[src/rtl/mips_alu_pkg.sv]
// mips_alu_pkg: the ALU control codes, MIPS opcode/funct constants and
// operand-select encoding shared by the decoder and the issue buffer.
package mips_alu_pkg;

   // ALU operation codes driven on alu_ctrl
   localparam logic [3:0] ALU_AND     = 4'b0000;
   localparam logic [3:0] ALU_OR      = 4'b0001;
   localparam logic [3:0] ALU_ADD     = 4'b0010;
   localparam logic [3:0] ALU_MUL     = 4'b0011;
   localparam logic [3:0] ALU_SUB     = 4'b0110;
   localparam logic [3:0] ALU_SLT     = 4'b0111;
   localparam logic [3:0] ALU_SLL     = 4'b1000;
   localparam logic [3:0] ALU_SRL     = 4'b1001;
   localparam logic [3:0] ALU_NOR     = 4'b1100;
   localparam logic [3:0] ALU_ILLEGAL = 4'b0000;

   // Primary opcodes (instr[31:26])
   localparam logic [5:0] OP_RTYPE    = 6'b000000;
   localparam logic [5:0] OP_SPECIAL2 = 6'b011100;
   localparam logic [5:0] OP_BEQ      = 6'b000100;
   localparam logic [5:0] OP_ADDI     = 6'b001000;
   localparam logic [5:0] OP_SLTI     = 6'b001010;
   localparam logic [5:0] OP_ANDI     = 6'b001100;
   localparam logic [5:0] OP_ORI      = 6'b001101;
   localparam logic [5:0] OP_LW       = 6'b100011;
   localparam logic [5:0] OP_SW       = 6'b101011;

   // Function codes (instr[5:0])
   localparam logic [5:0] F_SLL = 6'b000000;
   localparam logic [5:0] F_SRL = 6'b000010;
   localparam logic [5:0] F_ADD = 6'b100000;
   localparam logic [5:0] F_SUB = 6'b100010;
   localparam logic [5:0] F_AND = 6'b100100;
   localparam logic [5:0] F_OR  = 6'b100101;
   localparam logic [5:0] F_NOR = 6'b100111;
   localparam logic [5:0] F_SLT = 6'b101010;
   localparam logic [5:0] F_MUL = 6'b000010;   // under OP_SPECIAL2

   localparam logic [7:0] ILL_CNT_MAX = 8'd255;

   // How the decoder builds op_a / op_b
   typedef enum logic [2:0] {
      SEL_ZERO,    // both operands zero (undecodable)
      SEL_RR,      // A = rs, B = rt
      SEL_SHAMT,   // A = zero-extended shamt, B = rt
      SEL_SIMM,    // A = rs, B = sign-extended imm
      SEL_ZIMM     // A = rs, B = zero-extended imm
   } opsel_e;

endpackage

[src/rtl/alu_ctrl_decode.sv]
// alu_ctrl_decode: purely combinational MIPS instruction -> ALU control and
// operand decode.
//   instr            : instruction word
//   rs_data, rt_data : register-file read values
//   alu_ctrl         : ALU operation code
//   op_a, op_b       : ALU operands
//   illegal          : instruction is not one of the supported encodings
module alu_ctrl_decode
   import mips_alu_pkg::*;
#(
   parameter int N = 32
) (
   input  logic [N-1:0] instr,
   input  logic [N-1:0] rs_data,
   input  logic [N-1:0] rt_data,
   output logic [3:0]   alu_ctrl,
   output logic [N-1:0] op_a,
   output logic [N-1:0] op_b,
   output logic         illegal
);

   logic [5:0] opcode;
   logic [5:0] funct;
   logic [4:0] shamt;
   logic [15:0] imm;
   opsel_e     sel;
   // Register-number fields are resolved upstream; only their data is used.
   logic       unused_fields;

   assign opcode        = instr[31:26];
   assign funct         = instr[5:0];
   assign shamt         = instr[10:6];
   assign imm           = instr[15:0];
   assign unused_fields = ^instr[25:16];

   always_comb begin
      alu_ctrl = ALU_ILLEGAL;
      sel      = SEL_ZERO;
      illegal  = 1'b1;
      case (opcode)
         OP_RTYPE: begin
            illegal = 1'b0;
            sel     = SEL_RR;
            case (funct)
               F_ADD: alu_ctrl = ALU_ADD;
               F_SUB: alu_ctrl = ALU_SUB;
               F_AND: alu_ctrl = ALU_AND;
               F_OR:  alu_ctrl = ALU_OR;
               F_NOR: alu_ctrl = ALU_NOR;
               F_SLT: alu_ctrl = ALU_SLT;
               // The ALU shifts B by A, so the shift amount rides on A.
               F_SLL: begin alu_ctrl = ALU_SLL; sel = SEL_SHAMT; end
               F_SRL: begin alu_ctrl = ALU_SRL; sel = SEL_SHAMT; end
               default: begin
                  alu_ctrl = ALU_ILLEGAL;
                  sel      = SEL_ZERO;
                  illegal  = 1'b1;
               end
            endcase
         end
         OP_SPECIAL2: begin
            if (funct == F_MUL) begin
               alu_ctrl = ALU_MUL;
               sel      = SEL_RR;
               illegal  = 1'b0;
            end
         end
         OP_ADDI, OP_LW, OP_SW: begin alu_ctrl = ALU_ADD; sel = SEL_SIMM; illegal = 1'b0; end
         OP_SLTI: begin alu_ctrl = ALU_SLT; sel = SEL_SIMM; illegal = 1'b0; end
         OP_ANDI: begin alu_ctrl = ALU_AND; sel = SEL_ZIMM; illegal = 1'b0; end
         OP_ORI:  begin alu_ctrl = ALU_OR;  sel = SEL_ZIMM; illegal = 1'b0; end
         OP_BEQ:  begin alu_ctrl = ALU_SUB; sel = SEL_RR;   illegal = 1'b0; end
         default: ;
      endcase
   end

   always_comb begin
      op_a = '0;
      op_b = '0;
      case (sel)
         SEL_RR:    begin op_a = rs_data; op_b = rt_data; end
         SEL_SHAMT: begin op_a = {{(N-5){1'b0}}, shamt}; op_b = rt_data; end
         SEL_SIMM:  begin op_a = rs_data; op_b = {{(N-16){imm[15]}}, imm}; end
         SEL_ZIMM:  begin op_a = rs_data; op_b = {{(N-16){1'b0}}, imm}; end
         default:   ;
      endcase
   end

endmodule

[src/rtl/alu_ctrl_issue.sv]
// alu_ctrl_issue: decodes MIPS instructions and issues ALU operations through
// a registered output stage with one skid entry (valid/ready on both sides).
//   clk, rst_n           : clock, asynchronous active-low reset
//   flush                : discard everything buffered at the next edge
//   in_valid/in_ready    : upstream handshake; instr, rs_data, rt_data payload
//   out_valid/out_ready  : ALU-side handshake
//   alu_ctrl, op_a, op_b : issued operation
//   illegal              : issued op was undecodable
//   illegal_cnt          : saturating count of illegal ops transferred
module alu_ctrl_issue
   import mips_alu_pkg::*;
#(
   parameter int N = 32
) (
   input  logic         clk,
   input  logic         rst_n,
   input  logic         flush,
   input  logic         in_valid,
   output logic         in_ready,
   input  logic [N-1:0] instr,
   input  logic [N-1:0] rs_data,
   input  logic [N-1:0] rt_data,
   output logic         out_valid,
   input  logic         out_ready,
   output logic [3:0]   alu_ctrl,
   output logic [N-1:0] op_a,
   output logic [N-1:0] op_b,
   output logic         illegal,
   output logic [7:0]   illegal_cnt
);

   logic [3:0]   dec_ctrl;
   logic [N-1:0] dec_a, dec_b;
   logic         dec_ill;

   alu_ctrl_decode #(.N(N)) u_decode (
      .instr    (instr),
      .rs_data  (rs_data),
      .rt_data  (rt_data),
      .alu_ctrl (dec_ctrl),
      .op_a     (dec_a),
      .op_b     (dec_b),
      .illegal  (dec_ill)
   );

   logic         out_valid_q, out_valid_d;
   logic [3:0]   out_ctrl_q, out_ctrl_d;
   logic [N-1:0] out_a_q, out_a_d, out_b_q, out_b_d;
   logic         out_ill_q, out_ill_d;
   logic         skid_valid_q, skid_valid_d;
   logic [3:0]   skid_ctrl_q, skid_ctrl_d;
   logic [N-1:0] skid_a_q, skid_a_d, skid_b_q, skid_b_d;
   logic         skid_ill_q, skid_ill_d;
   logic         in_ready_q, in_ready_d;
   logic [7:0]   ill_cnt_q, ill_cnt_d;

   logic accept, out_xfer;

   assign accept   = in_valid & in_ready_q;
   assign out_xfer = out_valid_q & out_ready;

   always_comb begin
      out_valid_d  = out_valid_q;
      out_ctrl_d   = out_ctrl_q;
      out_a_d      = out_a_q;
      out_b_d      = out_b_q;
      out_ill_d    = out_ill_q;
      skid_valid_d = skid_valid_q;
      skid_ctrl_d  = skid_ctrl_q;
      skid_a_d     = skid_a_q;
      skid_b_d     = skid_b_q;
      skid_ill_d   = skid_ill_q;
      ill_cnt_d    = ill_cnt_q;

      if (out_xfer && out_ill_q && (ill_cnt_q != ILL_CNT_MAX))
         ill_cnt_d = ill_cnt_q + 8'd1;

      if (flush) begin
         out_valid_d  = 1'b0;
         skid_valid_d = 1'b0;
      end else if (!out_valid_q || out_ready) begin
         // Output register frees up this cycle. in_ready_q is low whenever
         // the skid entry is occupied, so a skid refill and a new accept
         // cannot coincide.
         if (skid_valid_q) begin
            out_valid_d  = 1'b1;
            out_ctrl_d   = skid_ctrl_q;
            out_a_d      = skid_a_q;
            out_b_d      = skid_b_q;
            out_ill_d    = skid_ill_q;
            skid_valid_d = 1'b0;
         end else begin
            out_valid_d = accept;
            if (accept) begin
               out_ctrl_d = dec_ctrl;
               out_a_d    = dec_a;
               out_b_d    = dec_b;
               out_ill_d  = dec_ill;
            end
         end
      end else if (accept) begin
         // Output is stalled: park the new op behind it.
         skid_valid_d = 1'b1;
         skid_ctrl_d  = dec_ctrl;
         skid_a_d     = dec_a;
         skid_b_d     = dec_b;
         skid_ill_d   = dec_ill;
      end

      in_ready_d = ~skid_valid_d;
   end

   always_ff @(posedge clk or negedge rst_n) begin
      if (!rst_n) begin
         out_valid_q  <= 1'b0;
         out_ctrl_q   <= ALU_ILLEGAL;
         out_a_q      <= '0;
         out_b_q      <= '0;
         out_ill_q    <= 1'b0;
         skid_valid_q <= 1'b0;
         skid_ctrl_q  <= ALU_ILLEGAL;
         skid_a_q     <= '0;
         skid_b_q     <= '0;
         skid_ill_q   <= 1'b0;
         in_ready_q   <= 1'b0;
         ill_cnt_q    <= 8'd0;
      end else begin
         out_valid_q  <= out_valid_d;
         out_ctrl_q   <= out_ctrl_d;
         out_a_q      <= out_a_d;
         out_b_q      <= out_b_d;
         out_ill_q    <= out_ill_d;
         skid_valid_q <= skid_valid_d;
         skid_ctrl_q  <= skid_ctrl_d;
         skid_a_q     <= skid_a_d;
         skid_b_q     <= skid_b_d;
         skid_ill_q   <= skid_ill_d;
         in_ready_q   <= in_ready_d;
         ill_cnt_q    <= ill_cnt_d;
      end
   end

   assign in_ready    = in_ready_q;
   assign out_valid   = out_valid_q;
   assign alu_ctrl    = out_ctrl_q;
   assign op_a        = out_a_q;
   assign op_b        = out_b_q;
   assign illegal     = out_ill_q;
   assign illegal_cnt = ill_cnt_q;

endmodule

[config.mk]
export PLATFORM = sky130hd
export DESIGN_NAME = alu_ctrl_issue
export DESIGN_NICKNAME = d
export VERILOG_FILES = /design/src/rtl/mips_alu_pkg.sv /design/src/rtl/alu_ctrl_decode.sv /design/src/rtl/alu_ctrl_issue.sv
export SDC_FILE = /design/constraint.sdc
export NUM_CORES = 1
export LEC_CHECK = 0
export BUFFER_PORTS_ARGS = -buffer_cell sky130_fd_sc_hd__buf_4
export CORE_UTILIZATION = 45
export CTS_BUF_LIST = sky130_fd_sc_hd__clkbuf_4 sky130_fd_sc_hd__clkbuf_8
export DETAILED_ROUTE_END_ITERATION = 8
export GPL_TIMING_DRIVEN = 0
export HOLD_SLACK_MARGIN = 0.08
export PLACE_DENSITY = 0.77
export SYNTH_ARGS = -nofsm -noshare
export SYNTH_HDL_FRONTEND = slang
export SYNTH_SLANG_ARGS = --single-unit
[constraint.sdc]
create_clock -name clk -period 2.35 [get_ports clk]
set_clock_uncertainty 0.1 [all_clocks]
set_input_delay 0.3525 -clock clk [delete_from_list [all_inputs] [get_ports clk]]
set_output_delay 0.3525 -clock clk [all_outputs]
set_load 0.1 [all_outputs]
==> results of run 1 <==
-- through the flow --
| stage | util, % | setup TNS [ns] | cells |
|---|---|---|---|
| 2_1_floorplan | - | 0 | 727 |
| 3_3_place_gp | 54.99 | -3.940 | 1109 |
| 3_5_place_dp | 55.18 | -4.258 | 1110 |
| 4_1_cts | 59.68 | 0 | 1174 |
| 5_1_grt | 59.71 | 0 | 1173 |
| 6_report | 59.71 | 0 | 1173 |
-- worst register-to-register path: cells and delay by family, from the launching register on --
kind / cells / cell delay [ns]
buffers and inverters: 1 / 0.42
AOI/OAI and AO/OA: 3 / 0.58
and+or+nand+nor: 2 / 0.54
DFF: 1 / 0.44
-- flip-flops by register name (all words and copies together), names as in the netlist --
name / flops
alu_ctrl: 4
illegal: 1
illegal_cnt: 8
in_ready: 1
op_a: 32
op_b: 32
out_valid: 1
skid_a_q: 32
skid_b_q: 32
skid_ctrl_q: 4
skid_ill_q: 1
skid_valid_q: 1
-- cell families after synthesis --
logic type	Yosys count	share of synthesized area, %
AO/OA/AOI/OAI	280	28.40
XOR/XNOR	8	0.9228
adder cells (fa/ha/maj)	1	0.1648
buffers and inverters	78	4.960
flip-flops	149	49.11
multiplexers	20	2.670
AND/OR/NAND/NOR	191	13.78
-- metal layers --
layer | share of wire [%] | wire [microns]
met3 | 7.9 | 1823
met1 | 43 | 10040
met2 | 46 | 10580
met5 | 0 | 0
met4 | 2.7 | 632
-- where the power goes --
group | total [uW] | switching [uW] | internal (uW) | leakage, uW
combinational | 2010 | 1440 | 578 | 0.00240
clock | 2080 | 1010 | 1070 | 0.000205
sequential | 3040 | 186 | 2860 | 0.00199
-- layout by cell type, fill, tap and decap left out, types with 5 or more instances in the layout --
| master | Yosys | layout |
|---|---|---|
| clkbuf_8 | 0 | 18 |
| clkbuf_2 | 0 | 7 |
| a221oi_1 | 16 | 16 |
| a311oi_1 | 15 | 15 |
| a211oi_2 | 11 | 11 |
| a221o_1 | 37 | 37 |
| a22o_1 | 27 | 27 |
| nand2b_1 | 17 | 17 |
| dlygate4sd3_1 | 0 | 34 |
| a21oi_1 | 46 | 46 |
| nand4_1 | 6 | 6 |
| a21boi_0 | 29 | 29 |
| buf_6 | 8 | 9 |
| a211oi_1 | 36 | 36 |
| o21ai_0 | 26 | 26 |
| mux2i_1 | 18 | 18 |
| dfrtp_1 | 149 | 147 |
| a31oi_1 | 18 | 18 |
| or3_1 | 5 | 5 |
| nor2_1 | 41 | 40 |
| nand3_1 | 11 | 11 |
| clkbuf_1 | 52 | 43 |
| buf_2 | 10 | 10 |
| clkinv_2 | 0 | 5 |
| and3_1 | 51 | 50 |
| nand2_1 | 23 | 23 |
| buf_4 | 3 | 164 |
| nor3_1 | 20 | 20 |
-- final timing paths --
path	cells past startpoint	slack [ns]	end
worst max register to register	6	0.16	op_b[4]
max in group asynchronous	3	0.97	in_ready
worst max-delay path	6	0.14	skid_b_q[30]
worst min-delay path	3	0.13	op_b[15]
worst min register to register	2	0.39	skid_ctrl_q[0]
min in group asynchronous	2	0.31	op_a[27]
-- layout make-up --
type	count	area [sq um]
fillers	1377	6658
flip-flops and latches	149	3731
multi-input cells	500	3491
repair buffers	197	1588
plain buffers	72	362.8
well taps	220	275.3
clock buffers	18	247.7
clock inverters	13	156.4
inverters	4	15.01
-- repair_timing --
item | 4_1_cts | 5_1_grt
gates resized for setup | 3 | 10
hold buffers | 34 | 0
endpoints found under the hold margin | 119 | 0
setup endpoints to repair | 13 | 50
==> impl_metrics.toml, run 1 <==
[yosys]
yosysUniqueCellTypes = 57
yosys-top-cells-count = "dfrtp_1 (149), clkbuf_1 (52), and3_1 (51)"
syn_area_per_cell_sq_um = 10.44
synth_area_leaders = "dfrtp_1 (49%), a221o_1 (4.9%), and3_1 (4.2%)"
synth_top_cell_by_area = "dfrtp_1"
ys_seq_area_share_pct = 49.11
synth_nets = 829
yosys_most_used_dff = "dfrtp_1"
syn_inst = 727
ys.warnings.count = 0
synth_seq_cells = 149
async_flop_share_pct = 100.0
netlist_area_sq_um = 7592
synth_most_common_cell = "dfrtp_1"
synth_top_area_share_pct = 49.11
synth_edf_count = 0

[sta]
period_needed_ns = 2.209
setup_viol = 0
finalHoldViolCount = 0
fmax_mhz = 452.8
rsz0062_at_grt = "no"
relSlewSlack_pct = 52.61
worstMarginPinSlew_ns = 0.7077
worst_slack_ns = 0.1415
whs_ns = 0.1277
slew_violations = 0
finalCritPeriodShare_pct = 93.98

[cts]
ctsHtreeMaxLevel = 4
root_buffer = "clkbuf_8"
cts_buffer_depth = 2
cts_tree = "done"
clock_sinks = 149
cts_setup_buffers = 0
clock_latency_ns = 0.45
clk_pin_slew_ns = 0.09
cts_buffers = 17

[global_route]
grt_use_total_pct = 26.94
grt_overflow_total = 0
grt_max_degree = 97
grt-busiest-layer = "met2"
grt_pass1_wl_microns = 37270
grt_antenna_before_repair = 0
grt_util_met3_pct = 6.036
met1_usage_pct = 36.74
use_met2_pct = 41.45
grt_pass1_vias = 7079

[die]
die_area_sq_um = 17400
boundaryPins = 180
die_y_microns = 131.9
start_util_pct = 45.95
core_region_area_sq_um = 16520
dieWidth_microns = 131.9
rows = 47

[setup_path]
startpoint = "flush"
cp_slowest_cell = "or3_1"
arrival_ns = 2.42
endpoint_kind = "flip-flop"
cp_max_fo = 10
r2r_start = "skid_valid_q"
worstPathRequired_ns = 2.56
worstSetupPathType = "in2reg"
crit_chain = "dlygate4sd3_1 -> buf_4 -> or3_1 -> nor2_2 -> buf_2 -> a21oi_1"
crit_path_start_kind = "input pin"
timing.critical_path.buf_inv = 3
cpLargestDelayFamily = "buffers and inverters"
max_stage_delay_ns = 0.58

[finish]
syn_to_final_growth_pct = 29.96
design_area_sq_um = 9867
fin_nets = 1043
layout-drive-gt1-share_pct = 26.13
diodes = 0

[place]
dpl_worst_slack_ns = -0.1812
place_area_sq_um = 9117
port_buffers = 162
place_hpwl_microns = 16060
gp_congestion = 0.9117

[worst_hold_path]
worstHoldStart = "instr[15]"
hold_path.class = "in2reg"

[power_and_ir_drop]
power_uw = 7135
cellLeakagePower_uw = 0.004595
powerDensity_nw_per_um2 = 723.2
ir_drop_uv = 400.1

[detailed_routing]
postRouteAntennaNets = 0
wl_per_cell_microns = 19.67
dr.pass1.iters = 5
vias = 7172
via_per_inst = 6.114
drtIter0Drc = 776
wirelength_microns = 23080
drc = 0

[outcome]
outcome = "finished clean"

[run]
drv_cap = 0
Power figures use the tool's default switching activity.
==> run 2, diff against run 1 <==
==> constraint.sdc (replaced) <==
create_clock -name clk -period 2.4 [get_ports clk]
set_clock_uncertainty 0.1 [all_clocks]
set_input_delay 0.36 -clock clk [delete_from_list [all_inputs] [get_ports clk]]
set_output_delay 0.36 -clock clk [all_outputs]
set_load 0.1 [all_outputs]
==> run 2 against run 1 <==
  * Cell count is the same
  * Design area is essentially flat
  * Clock power shrank 2%
  * Sequential power shrank 2%
  * Power shrank 2.0%
  * Via count is essentially flat
  * First-iteration DRC count shrank 0.13%
  * Combinational power shrank 2%
  * Critical endpoint is now skid_b_q[14]
==> impl_metrics.toml, run 2 (synthesis results as in run 1) <==
[finish]
syn_to_final_growth_pct = 29.94
utilization_pct = 59.70
diodes = 0
fin_cells = 1173
layout_common_cells = "buf_4 (164), dfrtp_1 (147), and3_1 (50)"
final_common_cell = "buf_4"
fillers = 1378
layout-drive-gt1-share_pct = 26.02
fin_nets = 1043

[global_route]
grt_overflow_total = 0
grt_use_total_pct = 26.94
grt_max_degree = 97
grt_antenna_before_repair = 0
grt_pass1_vias = 7079
grt_pass1_wl_microns = 37270

[setup_path]
max_stage_delay_ns = 0.54
timing.critical_path.buf_inv = 4
path_depth = 7
cp_slowest_cell = "dlygate4sd3_1"
reg2reg_depth = 6
crit_chain = "dlygate4sd3_1 -> buf_4 -> nor3_1 -> buf_2 -> clkbuf_1 -> nor2_1 -> a211oi_2"
worstSetupPathType = "in2reg"
worstPathRequired_ns = 2.67
endpoint_kind = "flip-flop"
cpLargestDelayFamily = "buffers and inverters"
crit_path_start_kind = "input pin"
arrival_ns = 2.50
cp_max_fo = 10

[detailed_routing]
wirelength_microns = 23070
dr.pass1.iters = 5
wl_per_cell_microns = 19.66
drc = 0
via_per_inst = 6.117
drtIter0Drc = 775
vias = 7175
postRouteAntennaNets = 0

[cts]
ctsHtreeMaxLevel = 4
clock_sinks = 149
clock_latency_ns = 0.45
root_buffer = "clkbuf_8"
clk_pin_slew_ns = 0.08
cts_buffers = 17
cts_buffer_depth = 2
cts_tree = "done"
cts_setup_buffers = 0

[power_and_ir_drop]
combPwrFrac_pct = 28.2
powerDensity_nw_per_um2 = 708.5
power_uw = 6990
switchingPower_uw = 2581
power.share.switching_pct = 36.92
cellLeakagePower_uw = 0.004591
ir_drop_uv = 391.7
p_seq_share_pct = 42.6
internal-power_uw = 4409
pwr-share-clk_pct = 29.2

[place]
dp_cells = 1110
place_hpwl_microns = 16060
port_buffers = 162
gp_congestion = 0.9117

[sta]
period_needed_ns = 2.230
rsz0062_at_grt = "no"
slew_violations = 0
relSlewSlack_pct = 52.83
worstMarginPinSlew_ns = 0.7044
finalHoldViolCount = 0
fmax_mhz = 448.4
setup_viol = 0
finalCritPeriodShare_pct = 92.92

[die]
die_area_sq_um = 17400
rows = 47
start_util_pct = 45.95
core_region_area_sq_um = 16520
dieWidth_microns = 131.9
boundaryPins = 180
die_y_microns = 131.9

[run]
drv_cap = 0

[worst_hold_path]
worstHoldPathCells = 3
hold_path.class = "in2reg"

[outcome]
outcome = "finished clean"
-- run 2: cell counts in the layout (fill, tap and decap cells not counted) --
Identical to the previous run, type by type.
-- run 2: layout make-up --
type	count	area, sq um	area share, %
well taps	220	275.3	2.790
clock buffers	18	247.7	2.511
multi-input cells	500	3491	35.38
plain buffers	72	361.6	3.665
repair buffers	197	1588	16.09
clock inverters	13	156.4	1.585
inverters	4	15.01	0.1522
flip-flops and latches	149	3731	37.82
-- run 2: power by group through the flow --
stage               sequential [uW]  clock [uW]  combinational [uW]
detailed placement             3020           0                1920
global route                   3010        2170                2080
CTS                            2970        2050                1970
floorplan                      3840           0                 514
finish                         2980        2040                1970
global placement               3010           0                1890
-- run 2: routing by layer --
layer / part of all wire, % / GRT usage [%] / wire length, microns / vias to the layer above
met5: 0 / 0 / 0 / -
met1: 43 / 36.74 / 10010 / 3504
li1: - / - / - / 3237
met3: 8.0 / 6.036 / 1847 / 58
met4: 2.8 / 11.30 / 653 / 0
met2: 46 / 41.45 / 10550 / 376
-- run 2: worst paths after layout --
path | from | end | slack [ns]
worst max-delay path | flush | skid_b_q[14] | 0.17
worst min-delay path | instr[15] | op_b[15] | 0.13
worst max register to register | skid_valid_q | op_b[4] | 0.21
worst min register to register | skid_ctrl_q[0] | skid_ctrl_q[0] | 0.39
max in group asynchronous | rst_n | in_ready | 1.02
min in group asynchronous | rst_n | op_a[27] | 0.32
-- run 2: worst reg2reg max path, cell delays in order (launching register included) --
cell and delay, ns:
dfrtp_1 0.44, a21o_1 0.18, and3_2 0.31, nand2_1 0.23, clkbuf_1 0.41, a211oi_1 0.08
a311oi_1 0.32
-- run 2: timing repair --
action | 4_1_cts | 5_1_grt
resized for setup | 2 | 10
hold endpoints to repair | 119 | 0
hold buffers | 34 | 0
setup endpoints to repair | 6 | 30
-- run 2: stage by stage --
step / hold slack, ns / TNS [ns] / worst slack (ns) / cell area, sq um
floorplan: -0.03559 / 0 / 0.1173 / 7595
global placement: 0.3602 / -1.853 / -0.09885 / 9086
detailed placement: 0.2395 / -2.426 / -0.1387 / 9117
CTS: 0.1066 / 0 / 0.03454 / 9861
global route: 0.1459 / 0 / 0.04212 / 9866
finish: 0.1264 / 0 / 0.1699 / 9866
